**src/rtl/vx_mem_tag_table_pkg.sv**
```systemverilog
// Shared widths and types for the memory tag table: entry index and pending-count
// types derived from the entry count, plus small width helpers.
package vx_mem_tag_table_pkg;

  localparam int unsigned NUM_ENTRIES_DFLT = 8;

  function automatic int unsigned idx_width(input int unsigned n);
    return (n > 1) ? $clog2(n) : 1;
  endfunction

  // Narrow data buses still carry one byte-enable bit so the port never vanishes.
  function automatic int unsigned byteen_width(input int unsigned dw);
    return (dw >= 8) ? dw / 8 : 1;
  endfunction

  localparam int unsigned TAG_OUT_WIDTH_DFLT = idx_width(NUM_ENTRIES_DFLT);
  localparam int unsigned COUNT_WIDTH_DFLT   = TAG_OUT_WIDTH_DFLT + 1;

  typedef logic [TAG_OUT_WIDTH_DFLT-1:0] entry_idx_t;
  typedef logic [COUNT_WIDTH_DFLT-1:0]   entry_cnt_t;

endpackage

```
**src/rtl/vx_mem_tag_table_if.sv**
```systemverilog
// Request/response bundle around the tag table: upstream (wide tag) and
// downstream (entry-index tag) handshakes. slave = the table, master = its environment.
interface vx_mem_tag_table_if
  import vx_mem_tag_table_pkg::*;
#(
  parameter int unsigned TAG_IN_WIDTH  = 1,
  parameter int unsigned TAG_OUT_WIDTH = TAG_OUT_WIDTH_DFLT,
  parameter int unsigned ADDR_WIDTH    = 1,
  parameter int unsigned DATA_WIDTH    = 1,
  parameter int unsigned BYTEEN_WIDTH  = byteen_width(DATA_WIDTH)
);

  logic                     req_valid_in;
  logic                     req_ready_in;
  logic [TAG_IN_WIDTH-1:0]  req_tag_in;
  logic [ADDR_WIDTH-1:0]    req_addr_in;
  logic                     req_rw_in;
  logic [BYTEEN_WIDTH-1:0]  req_byteen_in;
  logic [DATA_WIDTH-1:0]    req_data_in;

  logic                     req_valid_out;
  logic                     req_ready_out;
  logic [TAG_OUT_WIDTH-1:0] req_tag_out;
  logic [ADDR_WIDTH-1:0]    req_addr_out;
  logic                     req_rw_out;
  logic [BYTEEN_WIDTH-1:0]  req_byteen_out;
  logic [DATA_WIDTH-1:0]    req_data_out;

  logic                     rsp_valid_in;
  logic                     rsp_ready_in;
  logic [TAG_OUT_WIDTH-1:0] rsp_tag_in;
  logic [DATA_WIDTH-1:0]    rsp_data_in;

  logic                     rsp_valid_out;
  logic                     rsp_ready_out;
  logic [TAG_IN_WIDTH-1:0]  rsp_tag_out;
  logic [DATA_WIDTH-1:0]    rsp_data_out;

  modport slave (
    input  req_valid_in, req_tag_in, req_addr_in, req_rw_in, req_byteen_in, req_data_in,
    output req_ready_in,
    output req_valid_out, req_tag_out, req_addr_out, req_rw_out, req_byteen_out, req_data_out,
    input  req_ready_out,
    input  rsp_valid_in, rsp_tag_in, rsp_data_in,
    output rsp_ready_in,
    output rsp_valid_out, rsp_tag_out, rsp_data_out,
    input  rsp_ready_out
  );

  modport master (
    output req_valid_in, req_tag_in, req_addr_in, req_rw_in, req_byteen_in, req_data_in,
    input  req_ready_in,
    input  req_valid_out, req_tag_out, req_addr_out, req_rw_out, req_byteen_out, req_data_out,
    output req_ready_out,
    output rsp_valid_in, rsp_tag_in, rsp_data_in,
    input  rsp_ready_in,
    input  rsp_valid_out, rsp_tag_out, rsp_data_out,
    output rsp_ready_out
  );

endinterface

```
**src/rtl/vx_free_list.sv**
```systemverilog
// Free-entry bitmap with lowest-free-index allocation. An entry freed this cycle
// becomes allocatable next cycle; allocation always reads the registered mask.
module vx_free_list
  import vx_mem_tag_table_pkg::*;
#(
  parameter int unsigned NUM_ENTRIES = NUM_ENTRIES_DFLT,
  parameter int unsigned IDX_WIDTH   = idx_width(NUM_ENTRIES)
) (
  input  logic                 clk,
  input  logic                 reset,
  input  logic                 alloc_en,
  output logic [IDX_WIDTH-1:0] alloc_idx,
  output logic                 full,
  input  logic                 free_en,
  input  logic [IDX_WIDTH-1:0] free_idx,
  output logic                 free_idx_is_free
);

  logic [NUM_ENTRIES-1:0] free_mask_q;
  logic [NUM_ENTRIES-1:0] free_mask_d;

  always_comb begin
    alloc_idx = '0;
    for (int i = NUM_ENTRIES - 1; i >= 0; i--) begin
      if (free_mask_q[i]) begin
        alloc_idx = IDX_WIDTH'(i);
      end
    end
  end

  assign full             = (free_mask_q == '0);
  assign free_idx_is_free = free_mask_q[free_idx];

  always_comb begin
    free_mask_d = free_mask_q;
    if (alloc_en) begin
      free_mask_d[alloc_idx] = 1'b0;
    end
    if (free_en) begin
      free_mask_d[free_idx] = 1'b1;
    end
  end

  always_ff @(posedge clk or negedge reset) begin
    if (!reset) begin
      free_mask_q <= '1;
    end else begin
      free_mask_q <= free_mask_d;
    end
  end

endmodule

```
**src/rtl/vx_mem_tag_table.sv**
```systemverilog
// Bounds outstanding reads by swapping the wide arbiter tag for a free entry index
// and restoring it on response. Optional counters under VX_MEM_TAG_TABLE_PERF_EN.
module vx_mem_tag_table
  import vx_mem_tag_table_pkg::*;
#(
  parameter int unsigned NUM_ENTRIES  = NUM_ENTRIES_DFLT,
  parameter int unsigned DATA_WIDTH   = 1,
  parameter int unsigned ADDR_WIDTH   = 1,
  parameter int unsigned TAG_IN_WIDTH = 1
) (
  input  logic                               clk,
  input  logic                               reset,
  vx_mem_tag_table_if.slave                  bus,
  output logic [idx_width(NUM_ENTRIES):0]    pending_count,
  output logic                               empty
`ifdef VX_MEM_TAG_TABLE_PERF_EN
  ,
  output logic [31:0]                        perf_stall_cycles,
  output logic [idx_width(NUM_ENTRIES):0]    perf_peak_pending
`endif
);

  localparam int unsigned TAG_OUT_WIDTH = idx_width(NUM_ENTRIES);
  localparam int unsigned CNT_WIDTH     = TAG_OUT_WIDTH + 1;

  logic                     full;
  logic [TAG_OUT_WIDTH-1:0] alloc_idx;
  logic                     req_ok;
  logic                     read_fire;
  logic                     rsp_fire;
  logic                     rsp_entry_free;

  logic [TAG_IN_WIDTH-1:0]  tag_ram_q [NUM_ENTRIES];
  logic [TAG_IN_WIDTH-1:0]  tag_ram_d [NUM_ENTRIES];
  logic [CNT_WIDTH-1:0]     pending_count_q;
  logic [CNT_WIDTH-1:0]     pending_count_d;

  // Writes never allocate, so only reads are held back by a full table.
  assign req_ok = bus.req_rw_in || !full;

  assign bus.req_valid_out  = reset && bus.req_valid_in && req_ok;
  assign bus.req_ready_in   = reset && bus.req_ready_out && req_ok;
  assign bus.req_tag_out    = bus.req_rw_in ? '0 : alloc_idx;
  assign bus.req_addr_out   = bus.req_addr_in;
  assign bus.req_rw_out     = bus.req_rw_in;
  assign bus.req_byteen_out = bus.req_byteen_in;
  assign bus.req_data_out   = bus.req_data_in;

  assign bus.rsp_valid_out  = reset && bus.rsp_valid_in;
  assign bus.rsp_ready_in   = reset && bus.rsp_ready_out;
  assign bus.rsp_tag_out    = tag_ram_q[bus.rsp_tag_in];
  assign bus.rsp_data_out   = bus.rsp_data_in;

  assign read_fire = bus.req_valid_in && bus.req_ready_in && !bus.req_rw_in;
  assign rsp_fire  = bus.rsp_valid_in && bus.rsp_ready_in;

  vx_free_list #(
    .NUM_ENTRIES (NUM_ENTRIES),
    .IDX_WIDTH   (TAG_OUT_WIDTH)
  ) u_free_list (
    .clk              (clk),
    .reset            (reset),
    .alloc_en         (read_fire),
    .alloc_idx        (alloc_idx),
    .full             (full),
    .free_en          (rsp_fire),
    .free_idx         (bus.rsp_tag_in),
    .free_idx_is_free (rsp_entry_free)
  );

  always_comb begin
    tag_ram_d = tag_ram_q;
    if (read_fire) begin
      tag_ram_d[alloc_idx] = bus.req_tag_in;
    end
  end

  always_ff @(posedge clk) begin
    tag_ram_q <= tag_ram_d;
  end

  // A stray response must not wrap the count below zero.
  always_comb begin
    pending_count_d = pending_count_q;
    unique case ({read_fire, rsp_fire})
      2'b10:   pending_count_d = pending_count_q + CNT_WIDTH'(1);
      2'b01: begin
        if (pending_count_q != '0) begin
          pending_count_d = pending_count_q - CNT_WIDTH'(1);
        end
      end
      default: pending_count_d = pending_count_q;
    endcase
  end

  always_ff @(posedge clk or negedge reset) begin
    if (!reset) begin
      pending_count_q <= '0;
    end else begin
      pending_count_q <= pending_count_d;
    end
  end

  assign pending_count = pending_count_q;
  assign empty         = (pending_count_q == '0);

`ifdef VX_MEM_TAG_TABLE_PERF_EN
  logic [31:0]          perf_stall_cycles_q;
  logic [31:0]          perf_stall_cycles_d;
  logic [CNT_WIDTH-1:0] perf_peak_pending_q;
  logic [CNT_WIDTH-1:0] perf_peak_pending_d;

  always_comb begin
    perf_stall_cycles_d = perf_stall_cycles_q;
    if (bus.req_valid_in && !bus.req_rw_in && full && (perf_stall_cycles_q != '1)) begin
      perf_stall_cycles_d = perf_stall_cycles_q + 32'd1;
    end
    perf_peak_pending_d = perf_peak_pending_q;
    if (pending_count_d > perf_peak_pending_q) begin
      perf_peak_pending_d = pending_count_d;
    end
  end

  always_ff @(posedge clk or negedge reset) begin
    if (!reset) begin
      perf_stall_cycles_q <= '0;
      perf_peak_pending_q <= '0;
    end else begin
      perf_stall_cycles_q <= perf_stall_cycles_d;
      perf_peak_pending_q <= perf_peak_pending_d;
    end
  end

  assign perf_stall_cycles = perf_stall_cycles_q;
  assign perf_peak_pending = perf_peak_pending_q;
`endif

  rsp_to_free_entry_a : assert property (
    @(posedge clk) disable iff (!reset) rsp_fire |-> !rsp_entry_free
  );

  pending_bound_a : assert property (
    @(posedge clk) disable iff (!reset) pending_count_q <= CNT_WIDTH'(NUM_ENTRIES)
  );

endmodule

```
**src/flat_wrapper.sv**
```systemverilog
// flat-port wrapper written by rule: the top's interface ports become plain ports
module vx_mem_tag_table_flat import vx_mem_tag_table_pkg::*;
#(
  parameter int unsigned NUM_ENTRIES  = NUM_ENTRIES_DFLT,
  parameter int unsigned DATA_WIDTH   = 1,
  parameter int unsigned ADDR_WIDTH   = 1,
  parameter int unsigned TAG_IN_WIDTH = 1
)
  (clk, reset, pending_count, empty, bus_req_valid_in, bus_req_tag_in, bus_req_addr_in, bus_req_rw_in, bus_req_byteen_in, bus_req_data_in, bus_req_ready_in, bus_req_valid_out, bus_req_tag_out, bus_req_addr_out, bus_req_rw_out, bus_req_byteen_out, bus_req_data_out, bus_req_ready_out, bus_rsp_valid_in, bus_rsp_tag_in, bus_rsp_data_in, bus_rsp_ready_in, bus_rsp_valid_out, bus_rsp_tag_out, bus_rsp_data_out, bus_rsp_ready_out);
  vx_mem_tag_table_if #(.TAG_IN_WIDTH(TAG_IN_WIDTH), .TAG_OUT_WIDTH((3)), .ADDR_WIDTH(ADDR_WIDTH), .DATA_WIDTH(DATA_WIDTH)) bus_i ();
  input  logic clk;
  input  logic reset;
  output logic [idx_width(NUM_ENTRIES):0] pending_count;
  output logic empty;
  input wire logic [$bits(bus_i.req_valid_in)-1:0] bus_req_valid_in;
  input wire logic [$bits(bus_i.req_tag_in)-1:0] bus_req_tag_in;
  input wire logic [$bits(bus_i.req_addr_in)-1:0] bus_req_addr_in;
  input wire logic [$bits(bus_i.req_rw_in)-1:0] bus_req_rw_in;
  input wire logic [$bits(bus_i.req_byteen_in)-1:0] bus_req_byteen_in;
  input wire logic [$bits(bus_i.req_data_in)-1:0] bus_req_data_in;
  output wire logic [$bits(bus_i.req_ready_in)-1:0] bus_req_ready_in;
  output wire logic [$bits(bus_i.req_valid_out)-1:0] bus_req_valid_out;
  output wire logic [$bits(bus_i.req_tag_out)-1:0] bus_req_tag_out;
  output wire logic [$bits(bus_i.req_addr_out)-1:0] bus_req_addr_out;
  output wire logic [$bits(bus_i.req_rw_out)-1:0] bus_req_rw_out;
  output wire logic [$bits(bus_i.req_byteen_out)-1:0] bus_req_byteen_out;
  output wire logic [$bits(bus_i.req_data_out)-1:0] bus_req_data_out;
  input wire logic [$bits(bus_i.req_ready_out)-1:0] bus_req_ready_out;
  input wire logic [$bits(bus_i.rsp_valid_in)-1:0] bus_rsp_valid_in;
  input wire logic [$bits(bus_i.rsp_tag_in)-1:0] bus_rsp_tag_in;
  input wire logic [$bits(bus_i.rsp_data_in)-1:0] bus_rsp_data_in;
  output wire logic [$bits(bus_i.rsp_ready_in)-1:0] bus_rsp_ready_in;
  output wire logic [$bits(bus_i.rsp_valid_out)-1:0] bus_rsp_valid_out;
  output wire logic [$bits(bus_i.rsp_tag_out)-1:0] bus_rsp_tag_out;
  output wire logic [$bits(bus_i.rsp_data_out)-1:0] bus_rsp_data_out;
  input wire logic [$bits(bus_i.rsp_ready_out)-1:0] bus_rsp_ready_out;
  assign bus_i.req_valid_in = bus_req_valid_in;
  assign bus_i.req_tag_in = bus_req_tag_in;
  assign bus_i.req_addr_in = bus_req_addr_in;
  assign bus_i.req_rw_in = bus_req_rw_in;
  assign bus_i.req_byteen_in = bus_req_byteen_in;
  assign bus_i.req_data_in = bus_req_data_in;
  assign bus_req_ready_in = bus_i.req_ready_in;
  assign bus_req_valid_out = bus_i.req_valid_out;
  assign bus_req_tag_out = bus_i.req_tag_out;
  assign bus_req_addr_out = bus_i.req_addr_out;
  assign bus_req_rw_out = bus_i.req_rw_out;
  assign bus_req_byteen_out = bus_i.req_byteen_out;
  assign bus_req_data_out = bus_i.req_data_out;
  assign bus_i.req_ready_out = bus_req_ready_out;
  assign bus_i.rsp_valid_in = bus_rsp_valid_in;
  assign bus_i.rsp_tag_in = bus_rsp_tag_in;
  assign bus_i.rsp_data_in = bus_rsp_data_in;
  assign bus_rsp_ready_in = bus_i.rsp_ready_in;
  assign bus_rsp_valid_out = bus_i.rsp_valid_out;
  assign bus_rsp_tag_out = bus_i.rsp_tag_out;
  assign bus_rsp_data_out = bus_i.rsp_data_out;
  assign bus_i.rsp_ready_out = bus_rsp_ready_out;
  vx_mem_tag_table #(.NUM_ENTRIES(NUM_ENTRIES), .DATA_WIDTH(DATA_WIDTH), .ADDR_WIDTH(ADDR_WIDTH), .TAG_IN_WIDTH(TAG_IN_WIDTH)) u_core (.clk(clk), .reset(reset), .bus(bus_i), .pending_count(pending_count), .empty(empty));
endmodule
```
**config.mk**
```make
export PLATFORM = sky130hd
export DESIGN_NAME = vx_mem_tag_table_flat
export DESIGN_NICKNAME = d
export VERILOG_FILES = /design/src/rtl/vx_mem_tag_table_pkg.sv /design/src/rtl/vx_mem_tag_table_if.sv /design/src/rtl/vx_free_list.sv /design/src/rtl/vx_mem_tag_table.sv /design/src/flat_wrapper.sv
export SDC_FILE = /design/constraint.sdc
export NUM_CORES = 1
export LEC_CHECK = 0
export ABC_AREA = 1
export BUFFER_PORTS_ARGS = -buffer_cell sky130_fd_sc_hd__buf_2
export CORE_AREA = 2 2 56 58
export DETAILED_ROUTE_END_ITERATION = 8
export DIE_AREA = 0 0 58 60
export PLACE_DENSITY_LB_ADDON = 0.3
export SETUP_SLACK_MARGIN = 0.3
export SYNTH_ARGS = -nofsm -noshare
export SYNTH_HDL_FRONTEND = slang
export SYNTH_HIERARCHICAL = 1
export SYNTH_SLANG_ARGS = --single-unit
```
**constraint.sdc**
```tcl
create_clock -name clk -period 2.5 [get_ports clk]
set_input_delay 0.5 -clock clk [delete_from_list [all_inputs] [get_ports clk]]
set_output_delay 0.5 -clock clk [all_outputs]
set_load 0.01 [all_outputs]
```
Yosys cells after proc, flatten, opt, wreduce, memory -nomap -nowiden
Cells that the tools add are included.
{ "word_totals": {"ff_bits": 20, "input_bits": 15, "out_inout_bits": 18, "wordCells": 70} }
{ "classes": {"addsub": 2, "n_lt_le_gt_ge": 7, "n_eq_ne": 3, "muxes": 23, "bitwise": 5, "n_reduce_logical": 20} }
{ "ops": {"columns": ["operator", "n"], "rows": [
  ["$mux W3", 9],
  ["$mux W8", 2],
  ["$logic_and A1 B1 Y1", 12],
  ["$demux W1 S3", 3],
  ["$and A8 B8 Y8", 1],
  ["$bwmux W8", 1],
  ["$ge A4 B4 Y1 const B", 2],
  ["$logic_not A8 Y1", 1],
  ["$lt A3 B4 Y1 const B", 2],
  ["$not A3 Y4", 2],
  ["$not A8 Y8", 1],
  ["$or A8 B8 Y8", 1],
  ["$pmux W4 S2", 1],
  ["$ge A3 B1 Y1 const B", 2],
  ["$mux W1", 5],
  ["$add A4 B1 Y4 const B", 1],
  ["$logic_not A4 Y1", 1],
  ["$lt A4 B1 Y1 const B", 1],
  ["$mux W4", 1],
  ["$reduce_bool A4 Y1", 1],
  ["$sub A4 B1 Y4 const B", 1],
  ["$bmux W1 S3", 1],
  ["$eq A2 B1 Y1 const B", 1],
  ["$eq A2 B2 Y1 const B", 1],
  ["5 further kinds", 6]
]} }

Longest topological paths before layout
Gate-level depths: netlist of the first run.
{ "logic_depth": {"ltp_word": 17, "mapped_depth": 14, "depth_no_buf": 14} }

Cells and area by module
Netlist of the first run, hierarchy kept.
{ "modules_own_cells": {"columns": ["mod", "n_inst", "cells_each", "area_each_um2", "seq_area_each_um2"], "rows": [
  ["vx_mem_tag_table", 1, 97, 839.6, 340.3],
  ["vx_free_list", 1, 91, 613.1, 210.2]
]} }

Worst setup path after synthesis of the first run
OpenSTA, ideal clock, no wires.
{ "synth_path": {"path_kind": "register to register", "start": "register u_core.u_free_list.free_mask_q[5]", "end": "register u_core.pending_count_q[2], in the netlist u_core/pending_count[2]", "setup_ns": 0.124, "t_arrival_ns": 1.706, "required_time_ns": 2.376, "setup_slack_ns": 0.670, "path_stages_with_launch": 14, "n_path_buf": 0, "synth_period_minus_slack_ns": 1.830, "cell_sequence": "dfstp_2 -> nor2_2 -> nand3_2 -> nor3_1 -> nand2_1 -> nand3_4 -> nand3_1 -> nand2_1 -> inv_1 -> ha_1 -> inv_1 -> nand2_1 -> xor2_1 -> a21oi_2"} }
{ "synth_between": {"elab_chain_len": 9, "elab_cells_between_ends": 12, "classes_between": "eq/ne: 3; mux: 1; reduce/logical: 8"} }
{ "synth_rtl": {"columns": ["element", "line", "text"], "rows": [
  ["from (decl)", "vx_free_list.sv:19", "logic [NUM_ENTRIES-1:0] free_mask_q;"],
  ["from (signal assigned)", "vx_free_list.sv:48", "free_mask_q <= free_mask_d;"],
  ["$logic_not A8 Y1 *", "vx_free_list.sv:31", "assign full = (free_mask_q == '0);"],
  ["net u_core.full", "vx_mem_tag_table.sv:26", "logic full;"],
  ["$logic_not A1 Y1 *", "vx_mem_tag_table.sv:39", "assign req_ok = bus.req_rw_in || !full;"],
  ["$logic_or A1 B1 Y1 *", "vx_mem_tag_table.sv:39", null],
  ["$logic_and A1 B1 Y1 *", "vx_mem_tag_table.sv:42", "assign bus.req_ready_in = reset && bus.req_ready_out && req_ok;"],
  ["$logic_and A1 B1 Y1 * (2 in a row)", "vx_mem_tag_table.sv:54", "assign read_fire = bus.req_valid_in && bus.req_ready_in && !bus.req_rw_in;"],
  ["$eq A2 B1 Y1 or $eq A2 B2 Y1 (tied branches)", "vx_mem_tag_table.sv:85", "unique case ({read_fire, rsp_fire})"],
  ["$ne A2 B1 Y1 (no source line) or $reduce_bool A2 Y1 (tied branches)", null, null],
  ["$reduce_and A2 Y1 (no source line)", null, null],
  ["to (signal assigned)", "vx_mem_tag_table.sv:100", "pending_count_q <= pending_count_d;"],
  ["to (decl)", "vx_mem_tag_table.sv:35", "logic [CNT_WIDTH-1:0] pending_count_q;"]
]} }
The timed path passes the listed nets; every way through them passes the cells marked *.
A chain may end at the register's enable or synchronous reset.

Worst setup path after layout of the first run
{ "layout_path": {"start": "register u_core.u_free_list.free_mask_q[5]", "end": "output bus_req_tag_out[0]"} }
{ "layout_between": {"elab_chain_len": 7} }
{ "layout_rtl": {"columns": ["element", "line", "text"], "rows": [
  ["$mux W3 (6 in a row)", "vx_free_list.sv:25", "if (free_mask_q[i]) begin"],
  ["net u_core.alloc_idx[0]", "vx_mem_tag_table.sv:27", "logic [TAG_OUT_WIDTH-1:0] alloc_idx;"],
  ["$mux W3", "vx_mem_tag_table.sv:43", "assign bus.req_tag_out = bus.req_rw_in ? '0 : alloc_idx;"],
  ["to (decl)", "flat_wrapper.sv:23", "output wire logic [$bits(bus_i.req_tag_out)-1:0] bus_req_tag_out;"]
]} }
The timed path passes the listed nets, and every way through them passes these cells.

==> flow_metrics.tcl, run 1 <==
set metrics [dict create \
    grt_max_degree 13 \
    cts.path.max_buffers 2 \
    start_kind "register" \
    seqCellArea_um2 551 \
    cts_tree "built" \
    ioPinCount 33 \
    status "finished clean" \
    syn_area_per_cell_um2 7.84 \
    antenna_found_initial 0 \
    rsz0062_at_grt "yes" \
    cts_made_buffers 3 \
    start_util_pct 48.3 \
    crit_required_ns 2.00 \
    clk_root_buffer_cell "clkbuf_4" \
    ir_drop_mv 0.511 \
    drt-initial-drc-count 49 \
    antenna_left 0 \
    tightestPinTransition_ns 0.287 \
    drive_above_1_share_pct 37.9 \
    rows 20 \
    grt_pass1_wl_mm 5.07 \
    hpwl_mm 2.40 \
    min_period_over_period_pct 84.2 \
    place_ws_ns 0.494 \
    relSlewSlack_pct 80.7 \
    crit_type "reg -> out" \
    final_area_um2 1630 \
    finClkSkew_ns 0.00720 \
    synth_cells 179 \
    crit_fanout 4 \
    vias_per_cell 5.26 \
    coreArea_um2 2900 \
    setup_viol 0 \
    wl_mm 3.10 \
    cp.arrival_ns 1.60 \
    via_count 1257 \
    synth_nets 195 \
    p_total_mw 1.39 \
    fin_setup_tns_ns 0 \
    hold_class "in -> async" \
    h-tree-depth 1 \
    min_period_ns 2.10 \
    die_y_um 60 \
    whs_ns 0.0211 \
    drc_errors 0 \
    fillers 281 \
    path_clk_slew_ns 0.13 \
    area_delta_synth_final_pct 16.1 \
    hold_viol_final 0 \
    clkLatencyLatePin_ns 0.30 \
    setup_ws_ns 0.396 \
    final-max-slew-violation-count 0 \
    grt-ovfl-total 0 \
    wl_per_cell_um 12.9 \
    portBuffers 24 \
    p_per_area_nw_per_um2 857 \
    grt_pass1_vias 1183 \
    antenna_cells 0 \
    fin_nets 223 \
    leakagePower_nw 0.821 \
    multi_input_area_um2 688 \
    placed_cell_area_um2 1530 \
    drv_cap 0 \
    endpoint_kind "output port" \
    synth_area_um2 1400 \
    fmax_ghz 0.475 \
    die_width_um 58 \
    clock_sinks 20 \
    die_area_um2 3480 \
    grtUsageTotal_pct 19.2 \
    hold_buffers 0 \
    gp_routability_congestion 0.845 \
    yosysWarnings 6 \
    dr.pass1.iters 4 \
]
==> critical path, cell delays in order (launching register included) <==
cell and delay, ns:
dfstp_2 0.57, inv_1 0.04, nand2_1 0.05, nand2_1 0.05, nand2_1 0.05, nand2_1 0.06, nand2_2 0.11, nand2_4 0.07
inv_2 0.07, inv_2 0.03, nor2_1 0.07, buf_2 0.13
==> cell type report <==
type,instances,share of cell area (%)
Timing Repair Buffer,30,10.1
Clock buffer,3,1.38
Tap cell,33,2.54
Inverter,34,7.99
Clock inverter,1,1.84
Multi-Input combinational cell,118,42.3
Sequential cell,20,33.8
==> timing repair <==
action,in CTS,in global routing
setup buffers,0,5
setup endpoints to repair,0,3
resized for setup,0,5
==> layer usage <==
layer	part of all wire, %	GRT usage [%]
met3	4.9	1.95
met5	0	0
met1	43	24.4
met2	51	34.1
met4	1.6	6.31
==> registers in the layout (all words and copies together) (netlist names) <==
signal	cells
u_core/pending_count	4
u_core/u_free_list/free_mask_q	8
u_core/tag_ram_q	8
==> cell usage in the layout, fill, tap and decap left out, types with 4 or more instances in the layout <==
cell type and n:
buf_2 24, edfxtp_1 8, nor2_2 5, inv_2 9
nor2_1 14, buf_4 6, dfrtp_1 4, inv_1 24
dfstp_2 8, nand3_1 16, nor3_1 8, nand2_1 40
==> stage by stage <==
stage / cells / util, %
detailed placement: 230 / 52.5
global route: 239 / 56.1
CTS: 234 / 54.4
finish: 239 / 56.1
global placement: 230 / 52.5
floorplan: 179 / -
==> report_power, final <==
| part | leakage (nW) | internal (mW) | switching, mW | total, mW |
|---|---|---|---|---|
| Sequential | 0.203 | 0.442 | 0.0905 | 0.532 |
| Combinational | 0.589 | 0.237 | 0.358 | 0.595 |
| Clock | 0.0279 | 0.162 | 0.106 | 0.268 |
==> final timing paths <==
kind	start	slack, ns	cells past startpoint	to
setup / recovery	u_core/u_free_list/free_mask_q[5]	0.40	11	bus_req_tag_out[0]
max in group asynchronous	reset	2.03	2	u_core/u_free_list/free_mask_q[4]
setup reg to reg	u_core/u_free_list/free_mask_q[7]	0.52	8	u_core/tag_ram_q[7]
hold / removal	reset	0.02	1	u_core/pending_count[2]
min in group clk	u_core/u_free_list/free_mask_q[6]	0.48	2	u_core/u_free_list/free_mask_q[6]
hold reg to reg	u_core/u_free_list/free_mask_q[6]	0.48	2	u_core/u_free_list/free_mask_q[6]
Note: power is estimated with default switching activity, not from simulation.
==> inputs of run 2 (changes only) <==
- ABC_AREA: 1 -> 0
- CORE_AREA: 2 2 56 58 -> 2 2 55 57
- DIE_AREA: 0 0 58 60 -> 0 0 57 59
- clock period: 2.5 -> 1.8 ns (I/O delays scaled with it)
==> run 2 against run 1 <==
Effect of this change:
- the run now ends with setup timing left
- global-route usage is 3.9 points higher
- sequential power is 30% higher
- synthesized cell count shrank 36%
- via count fell by 6.2%
- count of clock-buffer cells in the layout grew 1
- critical path depth is 3 lower
==> flow_metrics.tcl, run 2 <==
set metrics [dict create \
    path_clk_slew_ns 0.12 \
    drive_above_1_share_pct 70.9 \
    min_period_over_period_pct 115 \
    start_kind "register" \
    ir_drop_mv 0.856 \
    synth_cells 115 \
    hpwl_mm 2.21 \
    hold_viol_final 0 \
    finish.utilization_pct 74.2 \
    drt-initial-drc-count 38 \
    cpPeakStageDelay_ns 0.41 \
    fin_cells 210 \
    coreArea_um2 2710 \
    clock_sinks 20 \
    grtUsageTotal_pct 23.1 \
    place_ws_ns -0.253 \
    fillers 173 \
    seqCellArea_um2 554 \
    crit_fanout 2 \
    reg2reg_depth 8 \
    leakagePower_nw 0.863 \
    syn_area_per_cell_um2 10.3 \
    clkLatencyLatePin_ns 0.31 \
    via_count 1179 \
    grt-ovfl-total 0 \
    crit_path_cell_trace "nor4_4 -> and3_4 -> o21ai_4 -> xnor2_2 -> ha_2 -> or2_4 -> o32ai_2 -> xor2_1" \
    final_common_cell "buf_4" \
    finClkSkew_ns 0.00414 \
    most-common-layout-cells "26 x buf_4, 23 x buf_2, 14 x buf_6" \
    die_y_um 59 \
    vias_per_cell 5.61 \
    setup_viol 25 \
    crit_type "reg -> reg" \
    start_util_pct 43.9 \
    area_delta_synth_final_pct 69.1 \
    min_period_ns 2.07 \
    antenna_cells 0 \
    crit_required_ns 2.04 \
    setup_ws_ns -0.275 \
    fmax_ghz 0.482 \
    whs_ns 0.0236 \
    synth_nets 131 \
    violations "setup timing" \
    drc_errors 0 \
    portBuffers 24 \
    p_total_mw 1.94 \
    grt_pass1_wl_mm 5.78 \
    p_per_area_nw_per_um2 964 \
    cts.path.max_buffers 2 \
    endpoint_kind "register" \
    rrSetupSlack_ns -0.27 \
    drv_cap 0 \
    grt_max_degree 12 \
    critical-path-top-delay-family "simple AND/OR/NAND/NOR gates" \
    antenna_found_initial 0 \
    wl_per_cell_um 18.7 \
    crit_buf_inv 0 \
    tightestPinTransition_ns 0.353 \
    die_width_um 57 \
    relSlewSlack_pct 76.4 \
    gp_routability_congestion 0.831 \
    synth_area_um2 1190 \
    status "complete, but fails checks" \
    dp_cells 186 \
    die_area_um2 3360 \
    h-tree-depth 1 \
    hold_class "in -> async" \
    yosysWarnings 6 \
    antenna_left 0 \
    rows 19 \
    final-max-slew-violation-count 0 \
    wl_mm 3.94 \
    ioPinCount 33 \
    dr.pass1.iters 4 \
    reg2reg_from "u_core/u_free_list/free_mask_q[5]" \
    fin_nets 196 \
    rsz0062_at_grt "yes" \
    grt_pass1_vias 1177 \
    cts_tree "built" \
    crit-reg2reg-capture "u_core/pending_count[2]" \
    cts_made_buffers 3 \
    worst_path_max_delay_cell "dfstp_2" \
    multi_input_area_um2 847 \
    clk_root_buffer_cell "clkbuf_4" \
    cp.arrival_ns 2.32 \
]
-- run 2: per-layer routing --
metal / track usage [%] / wire (µm) / part of all wire (%) / up-vias
li1: - / - / - / 539
met1: 26.1 / 1450 / 37 / 593
met2: 44.2 / 2200 / 56 / 35
met3: 3.71 / 194 / 4.9 / 12
met4: 7.64 / 96 / 2.4 / 0
met5: 0 / 0 / 0 / -
-- run 2: cell type report --
class | instances | area share (%)
flip-flops and latches | 20 | 27.5
clock buffers | 4 | 1.31
inverters | 8 | 1.62
well taps | 31 | 1.93
multi-input cells | 81 | 42.1
repair buffers | 66 | 25.5
-- run 2: how the worst max path moves through the flow --
stage               slack [ns]                 endpoint  cells past startpoint                         startpoint
finish                   -0.27  u_core/pending_count[2]                      8  u_core/u_free_list/free_mask_q[5]
global route             -0.36  u_core/pending_count[2]                      8  u_core/u_free_list/free_mask_q[5]
CTS                      -0.26       bus_req_tag_out[0]                      5  u_core/u_free_list/free_mask_q[7]
detailed placement       -0.25  u_core/pending_count[2]                      8  u_core/u_free_list/free_mask_q[4]
global placement         -0.16  u_core/pending_count[2]                      8  u_core/u_free_list/free_mask_q[4]
floorplan                -0.20  u_core/pending_count[2]                      8  u_core/u_free_list/free_mask_q[4]
-- run 2: timing repair --
| action | 4_1_cts | 5_1_grt |
|---|---|---|
| hold buffers | 0 | 1 |
| setup buffers | 11 | 8 |
| hold endpoints to repair | 0 | 3 |
| cloned | 0 | 0 |
| endpoints found under the setup margin | 27 | 27 |
| gates resized for setup | 51 | 28 |
| pin swaps | 14 | 15 |
-- run 2: metrics by stage --
step | area (µm²) | setup TNS (ns)
floorplan | 1220 | -0.315
global placement | 1490 | -0.349
detailed placement | 1490 | -0.835
CTS | 1820 | -1.41
global route | 2010 | -5.90
finish | 2010 | -4.44
-- run 2: power by group --
| group | switching, mW | leakage, nW | internal (mW) | total (mW) |
|---|---|---|---|---|
| Combinational | 0.505 | 0.646 | 0.509 | 1.01 |
| Sequential | 0.107 | 0.202 | 0.584 | 0.690 |
| Clock | 0.148 | 0.0150 | 0.0868 | 0.235 |
| Total | 0.759 | 0.863 | 1.18 | 1.94 |
